### src/rtl/ps2_host_tx.sv
// PS/2 host-to-device command transmitter.
// Open-drain pad control: inhibit, request-to-send, bit shift, ack/idle wait.
module ps2_host_tx #(
  parameter int INHIBIT_CYCLES = 2500,
  parameter int TIMEOUT_CYCLES = 50000
) (
  input  logic       clk_core,
  input  logic       reset,
  input  logic [7:0] tx_data,
  input  logic       tx_valid,
  output logic       tx_ready,
  input  logic       ps2_clk_in,
  input  logic       ps2_data_in,
  output logic       ps2_clk_oe,
  output logic       ps2_data_oe,
  output logic       done,
  output logic       nack,
  output logic       timeout
);

  localparam int CNT_MAX = (INHIBIT_CYCLES > TIMEOUT_CYCLES) ?
                           INHIBIT_CYCLES : TIMEOUT_CYCLES;
  localparam int CW = $clog2(CNT_MAX + 1);

  localparam logic [CW-1:0] INH_LAST = CW'(INHIBIT_CYCLES - 1);
  localparam logic [CW-1:0] TO_LAST  = CW'(TIMEOUT_CYCLES - 1);

  localparam logic [2:0] S_IDLE    = 3'd0;
  localparam logic [2:0] S_INHIBIT = 3'd1;
  localparam logic [2:0] S_REQ     = 3'd2;
  localparam logic [2:0] S_SHIFT   = 3'd3;
  localparam logic [2:0] S_WAIT    = 3'd4;

  logic [2:0]    state;
  logic [CW-1:0] cnt;
  logic [3:0]    idx;
  logic [9:0]    frame;

  logic [1:0] clk_sync;
  logic [1:0] data_sync;
  logic       clk_prev;
  logic       clk_s;
  logic       data_s;
  logic       fall;

  assign clk_s  = clk_sync[1];
  assign data_s = data_sync[1];
  assign fall   = clk_prev & ~clk_s;

  // Idle bus reads high, so sync flops reset to 1 to avoid a false fall.
  always_ff @(posedge clk_core) begin
    if (reset) begin
      clk_sync  <= 2'b11;
      data_sync <= 2'b11;
      clk_prev  <= 1'b1;
    end else begin
      clk_sync  <= {clk_sync[0], ps2_clk_in};
      data_sync <= {data_sync[0], ps2_data_in};
      clk_prev  <= clk_s;
    end
  end

  assign tx_ready = (state == S_IDLE) && !done;

  always_ff @(posedge clk_core) begin
    if (reset) begin
      state       <= S_IDLE;
      cnt         <= '0;
      idx         <= 4'd0;
      frame       <= 10'd0;
      ps2_clk_oe  <= 1'b0;
      ps2_data_oe <= 1'b0;
      done        <= 1'b0;
      nack        <= 1'b0;
      timeout     <= 1'b0;
    end else begin
      done <= 1'b0;
      case (state)
        S_IDLE: begin
          if (tx_valid && tx_ready) begin
            frame      <= {1'b1, ~^tx_data, tx_data};
            cnt        <= '0;
            nack       <= 1'b0;
            timeout    <= 1'b0;
            ps2_clk_oe <= 1'b1;
            state      <= S_INHIBIT;
          end
        end
        S_INHIBIT: begin
          if (cnt == INH_LAST) begin
            cnt         <= '0;
            ps2_clk_oe  <= 1'b0;
            ps2_data_oe <= 1'b1;
            state       <= S_REQ;
          end else begin
            cnt <= cnt + 1'b1;
          end
        end
        S_REQ: begin
          idx   <= 4'd0;
          cnt   <= '0;
          state <= S_SHIFT;
        end
        S_SHIFT: begin
          // A fall wins over a coincident timeout expiry.
          if (fall) begin
            cnt <= '0;
            if (idx == 4'd10) begin
              nack        <= data_s;
              ps2_data_oe <= 1'b0;
              state       <= S_WAIT;
            end else begin
              ps2_data_oe <= ~frame[idx];
              idx         <= idx + 4'd1;
            end
          end else if (cnt == TO_LAST) begin
            ps2_clk_oe  <= 1'b0;
            ps2_data_oe <= 1'b0;
            done        <= 1'b1;
            timeout     <= 1'b1;
            nack        <= 1'b0;
            state       <= S_IDLE;
          end else begin
            cnt <= cnt + 1'b1;
          end
        end
        S_WAIT: begin
          if (clk_s && data_s) begin
            done  <= 1'b1;
            state <= S_IDLE;
          end else if (cnt == TO_LAST) begin
            ps2_clk_oe  <= 1'b0;
            ps2_data_oe <= 1'b0;
            done        <= 1'b1;
            timeout     <= 1'b1;
            nack        <= 1'b0;
            state       <= S_IDLE;
          end else begin
            cnt <= cnt + 1'b1;
          end
        end
        default: begin
          ps2_clk_oe  <= 1'b0;
          ps2_data_oe <= 1'b0;
          state       <= S_IDLE;
        end
      endcase
    end
  end

endmodule

### config.mk
export PLATFORM = sky130hd
export DESIGN_NAME = ps2_host_tx
export DESIGN_NICKNAME = d
export VERILOG_FILES = /design/src/rtl/ps2_host_tx.sv
export SDC_FILE = /design/constraint.sdc
export NUM_CORES = 1
export LEC_CHECK = 0
export BUFFER_PORTS_ARGS = -buffer_cell sky130_fd_sc_hd__clkbuf_2
export CAP_MARGIN = 20
export CORE_MARGIN = 2
export CORE_UTILIZATION = 60
export DETAILED_ROUTE_END_ITERATION = 10
export PLACE_DENSITY = 0.89
export SYNTH_ARGS = -nofsm -noshare
export SYNTH_HDL_FRONTEND = slang
export SYNTH_SLANG_ARGS = --single-unit
### constraint.sdc
create_clock -name clk_core -period 2.82 [get_ports clk_core]
set_input_delay 0.846 -clock clk_core [delete_from_list [all_inputs] [get_ports clk_core]]
set_output_delay 0.846 -clock clk_core [all_outputs]
set_load 0.1 [all_outputs]
==> flow_metrics.py, run 1 <==
metrics = {
    "run_status": {
        "status": "complete, no violations",
    },
    "synth": {
        "yosys_warnings": 0,
        "synth_edf_count": 0,
        "yosys.area.top_type": "dfxtp_1",
        "synth_top_area_share_pct": 37.37,
        "synth_flop_cell": "dfxtp_1",
        "syn_area_sq_mm": 0.002303,
        "syn_nets": 304,
        "synthTopCellsByCount": "dfxtp_1 (43), nand2_1 (39), a21oi_1 (26)",
        "syn_inst": 288,
        "synth.top_cells.by_area": "dfxtp_1 (37%), nand2_1 (6.4%), a21oi_1 (5.6%)",
        "async_flop_share_pct": 0,
        "ys_types": 55,
        "ys_ff_latch": 43,
        "ys_seq_area_share_pct": 37.37,
        "synth.most_common_cell": "dfxtp_1",
        "syn-mean-instance-area_sq_um": 7.998,
    },
    "timing": {
        "maxSlewViolCount": 0,
        "rsz0062_at_grt": "false",
        "slew-limit-headroom_pct": 62.13,
        "fin_skew_ns": 0.01016,
        "hold_viol_final": 0,
        "setup_viol": 0,
        "whs_ns": 0.4218,
        "final.period_utilization_pct": 93.75,
        "max_slew.worst_pin.slew_ns": 0.5669,
        "period_needed_ns": 2.644,
        "max_freq_mhz": 378.3,
        "setup-tns-final_ns": 0,
    },
    "floorplanning": {
        "core_sq_mm": 0.003689,
        "ios": 19,
        "dieArea_sq_mm": 0.004351,
        "die_w_microns": 65.96,
        "initial_core_util_pct": 62.45,
        "dieHeight_microns": 65.96,
        "rows": 22,
    },
    "place": {
        "port_buffers": 18,
        "gp_congestion": 0.8764,
        "dpl.hpwl_mm": 3.794,
    },
    "power": {
        "p_per_area_mw_per_mm2": 587.7,
        "ir_drop_uv": 383.4,
        "pwr-share-comb_pct": 17.6,
        "p_sw_share_pct": 28.51,
        "power_frac_seq_pct": 44.0,
        "leakagePower_nw": 0.8828,
        "internal-power_mw": 1.068,
        "clockPowerShare_pct": 38.4,
        "p_sw_mw": 0.4257,
    },
    "clocking": {
        "cts.path.max_buffers": 2,
        "tritoncts": "yes",
        "clk_latency_ns": 0.30,
        "cts.htree.levels": 2,
        "cts_root_buf": "clkbuf_8",
        "cts_hold_buffers": 0,
        "path_clk_slew_ns": 0.08,
        "cts_setup_buffers": 0,
        "cts.sinks": 43,
        "cts_resized": 0,
        "cts_buffers": 5,
    },
    "detailed_routing": {
        "drtPass1Iterations": 6,
        "drtIter0Drc": 367,
        "viasPerCell": 6.531,
        "wl_per_cell_microns": 15.68,
        "drc_errors": 0,
        "routed-via-count": 2286,
        "ant_nets": 0,
        "wl_mm": 5.488,
    },
    "layout": {
        "multi_input_comb_area_sq_mm": 0.001345,
        "syn2layout_area_growth_pct": 10.32,
        "drive_gt1_share_pct": 15.23,
        "num-nets-final": 317,
        "antenna_cells": 0,
        "final_util_pct": 68.89,
        "register_area_sq_um": 860.8,
        "fillers": 292,
    },
    "setup_path": {
        "endpoint_kind": "output pin",
        "crit_fanout": 17,
        "crit_family": "simple AND/OR/NAND/NOR gates",
        "slowest_stage": "dfxtp_1",
        "start_kind": "flop",
        "cp.required_ns": 1.97,
        "crit_type": "flop to output pin",
        "max_stage_delay_ns": 0.48,
        "arrival_ns": 1.80,
        "critPathBufInv": 1,
        "crit_chain": "or3_1 > nor2_2 > clkbuf_2",
    },
    "flow_run": {
        "maxCapViolCount": 0,
    },
    "global_routing": {
        "antenna_found_initial": 0,
        "grt_usage_pct": 26.63,
        "grt_pass1_wl_mm": 8.901,
        "grt_max_degree": 31,
        "grt_pass1_vias": 1966,
        "grt-ovfl-total": 0,
    },
    "hold_path": {
        "holdCritPathClass": "flop to flop",
    },
}
==> cell families (layout without fill, tap and decap cells) <==
family	count (synthesis)	count (layout)	synth area share, %
muxes	5	5	2.824
DFF	43	43	37.37
xor gates and xnor gates	13	13	4.943
buffers and inverters	22	36	4.345
AOI/OAI and AO/OA	67	67	17.82
and+or+nand+nor	135	135	31.07
adders and majority gates	3	3	1.630
==> placed cells by master (no fill, tap or decap), types with 3 or more instances in the layout <==
master     n
or2_2      6
nor2_1    22
dfxtp_1   43
a21oi_1   26
clkbuf_8   5
and3_1     5
nor4b_1    3
xnor2_1    9
nand3_1   12
inv_1      6
buf_4      3
a31oi_1    5
o21ai_0   12
nand4_1   11
or3_1      3
clkbuf_2  18
o31ai_1    3
nand2_1   39
ha_1       3
or4_1      4
xor2_1     4
nor3_1    10
nor2b_1    4
==> stage by stage <==
stage	area [sq um]	cells	worst slack, ns	power [mW]
2_1_floorplan	2306	288	0.3117	0.8664
3_3_place_gp	2405	342	0.5594	0.9204
3_5_place_dp	2405	342	0.5404	0.9280
4_1_cts	2541	350	0.2056	1.492
5_1_grt	2541	350	0.1060	1.557
6_report	2541	350	0.1763	1.493
==> per-layer routing <==
layer	track usage, %	wire length [microns]
met1	34.36	2445
met2	43.94	2505
met3	5.111	364
met4	10.20	173
met5	0	0
==> layout make-up <==
class                      instances  share of cell area, %
timing repair buffer              21                  4.431
inverter                           7                  1.034
tap                               48                  2.363
clock buffer                       5                  2.708
clock inverter                     3                  2.659
sequential                        43                  33.87
multi-input combinational        223                  52.93
==> worst paths after layout <==
check                    from          end  slack, ns  cells after the start
hold / removal    clk_sync[0]  clk_sync[1]       0.42                      1
hold reg to reg   clk_sync[0]  clk_sync[1]       0.42                      1
setup / recovery     state[2]     tx_ready       0.18                      3
setup reg to reg     state[2]       cnt[3]       0.55                      5
==> worst register-to-register path, stage by stage (launching register included) <==
cell,delay [ns]
dfxtp_1,0.67
nand3b_1,0.27
a2bb2oi_1,0.40
o21ai_2,0.24
o21ai_1,0.47
a21oi_1,0.09
==> flip-flops by register name, indices dropped and copies added, names as in the netlist <==
name,count
cnt,16
frame,10
idx,4
state,3
clk_sync,2
data_sync,2
clk_prev,1
done,1
nack,1
ps2_clk_oe,1
ps2_data_oe,1
timeout,1
==> power by group through the flow <==
stage / Clock (mW) / Sequential [mW] / Combinational, mW
floorplan: 0 / 0.680 / 0.187
global placement: 0 / 0.668 / 0.252
detailed placement: 0 / 0.671 / 0.257
CTS: 0.577 / 0.656 / 0.259
global route: 0.614 / 0.660 / 0.283
finish: 0.574 / 0.657 / 0.262
Power figures use the tool's default switching activity.
==> inputs of run 2 (changes only) <==
--- a/config.mk
+++ b/config.mk
@@ -7,10 +7,13 @@
 export LEC_CHECK = 0
 export BUFFER_PORTS_ARGS = -buffer_cell sky130_fd_sc_hd__clkbuf_2
 export CAP_MARGIN = 20
+export CELL_PAD_IN_SITES_DETAIL_PLACEMENT = 1
+export CELL_PAD_IN_SITES_GLOBAL_PLACEMENT = 1
 export CORE_MARGIN = 2
-export CORE_UTILIZATION = 60
+export CORE_UTILIZATION = 45
 export DETAILED_ROUTE_END_ITERATION = 10
 export PLACE_DENSITY = 0.89
+export SKIP_LAST_GASP = 1
 export SYNTH_ARGS = -nofsm -noshare
 export SYNTH_HDL_FRONTEND = slang
 export SYNTH_SLANG_ARGS = --single-unit
==> flow_metrics.py, run 2 (synthesis gave the netlist of run 1 again) <==
metrics = {
    "run_status": {
        "status": "complete, no violations",
    },
    "layout": {
        "register_area_sq_um": 860.8,
        "drive_gt1_share_pct": 15.18,
        "largest_reg_flops": 16,
        "fillers": 656,
        "regMostFlops": "cnt",
        "final_cell_mix": "dfxtp_1 (43), nand2_1 (39), a21oi_1 (26)",
        "syn2layout_area_growth_pct": 9.614,
        "reg.largest.list": "cnt: 16 flops, frame: 10 flops, idx: 4 flops",
        "antenna_cells": 0,
        "num-nets-final": 318,
        "final_area_sq_mm": 0.002525,
        "final_common_cell": "dfxtp_1",
        "layoutNonFillerInstCount": 373,
        "multi_input_comb_area_sq_mm": 0.001345,
    },
    "setup_path": {
        "crit_type": "flop to output pin",
        "arrival_ns": 1.74,
        "max_stage_delay_ns": 0.48,
        "crit_chain": "or3_1 > nor2_2 > clkbuf_2",
        "crit_fanout": 10,
        "slowest_stage": "or3_1",
        "start_kind": "flop",
        "cp.required_ns": 1.97,
        "endpoint_kind": "output pin",
    },
    "clocking": {
        "cts_buffers": 5,
        "cts.htree.levels": 2,
        "cts.path.max_buffers": 2,
        "clk_latency_ns": 0.29,
        "cts_hold_buffers": 0,
        "tritoncts": "yes",
        "cts_setup_buffers": 0,
        "cts.sinks": 43,
        "path_clk_slew_ns": 0.08,
        "cts_resized": 0,
        "cts_root_buf": "clkbuf_8",
    },
    "power": {
        "p_per_area_mw_per_mm2": 521.5,
        "ir_drop_uv": 257.6,
        "total_power_mw": 1.317,
        "leakagePower_nw": 0.8651,
    },
    "timing": {
        "final.period_utilization_pct": 91.59,
        "fin_skew_ns": 0.007612,
        "setup-tns-final_ns": 0,
        "slew-limit-headroom_pct": 56.62,
        "rsz0062_at_grt": "false",
        "setup_viol": 0,
        "maxSlewViolCount": 0,
        "hold_viol_final": 0,
        "period_needed_ns": 2.583,
        "max_slew.worst_pin.slew_ns": 0.6494,
        "whs_ns": 0.4211,
        "max_freq_mhz": 387.2,
    },
    "place": {
        "dpl.hpwl_mm": 4.646,
        "gp_congestion": 0.8981,
        "port_buffers": 18,
        "post_dp_cell_area_sq_mm": 0.002440,
        "dp.cells": 365,
    },
    "floorplanning": {
        "dieArea_sq_mm": 0.005707,
        "initial_core_util_pct": 45.98,
        "rows": 26,
        "die_w_microns": 75.55,
        "ios": 19,
        "core_sq_mm": 0.005010,
        "dieHeight_microns": 75.55,
    },
    "global_routing": {
        "grt_pass1_vias": 2162,
        "grt_max_degree": 31,
        "grt-ovfl-total": 0,
        "grt_usage_pct": 23.71,
        "antenna_found_initial": 0,
        "grt_pass1_wl_mm": 10.35,
    },
    "detailed_routing": {
        "viasPerCell": 5.973,
        "routed-via-count": 2228,
        "drc_errors": 0,
        "wl_mm": 6.311,
        "wl_per_cell_microns": 16.92,
        "drtPass1Iterations": 4,
        "ant_nets": 0,
        "drtIter0Drc": 75,
    },
    "hold_path": {
        "holdCritPathClass": "flop to flop",
    },
    "flow_run": {
        "maxCapViolCount": 0,
    },
}
run 2: worst paths after layout:
path              slack [ns]        start  cells past startpoint           to
setup / recovery        0.24     state[1]                      3     tx_ready
hold / removal          0.42  clk_sync[0]                      1  clk_sync[1]
setup reg to reg        0.68       cnt[1]                      6       cnt[2]
hold reg to reg         0.42  clk_sync[0]                      1  clk_sync[1]
run 2: area by class of cell:
cell class / instances / area share [%]
clock buffers: 6 / 2.874
inverters: 7 / 1.041
multi-input cells: 223 / 53.27
flip-flops and latches: 43 / 34.09
clock inverters: 2 / 0.4955
well taps: 70 / 3.469
repair buffers: 22 / 4.757
run 2: routing by layer:
layer | part of all wire [%] | track usage, % | vias up
li1 | - | - | 1079
met1 | 44 | 27.80 | 1106
met2 | 52 | 43.29 | 29
met3 | 1.6 | 3.704 | 14
met4 | 2.4 | 8.967 | 0
met5 | 0 | 0 | -
run 2: per-stage QoR:
step / worst slack, ns / utilization (%)
global placement: 0.5879 / 48.70
CTS: 0.2281 / 50.40
global route: 0.1520 / 50.40
finish: 0.2371 / 50.40
detailed placement: 0.5224 / 48.70
floorplan: 0.3117 / -
run 2: worst max-delay path: cells and delay by family, from the launching register on:
kind	cells	cell delay, ns
and+or+nand+nor	2	0.58
buffers and inverters	1	0.45
DFF	1	0.41
run 2: power breakdown:
part | leakage [nW] | internal (mW) | total, mW | switching (mW)
clock | 0.0412 | 0.173 | 0.390 | 0.217
combinational | 0.474 | 0.0829 | 0.270 | 0.187
sequential | 0.350 | 0.632 | 0.657 | 0.0250
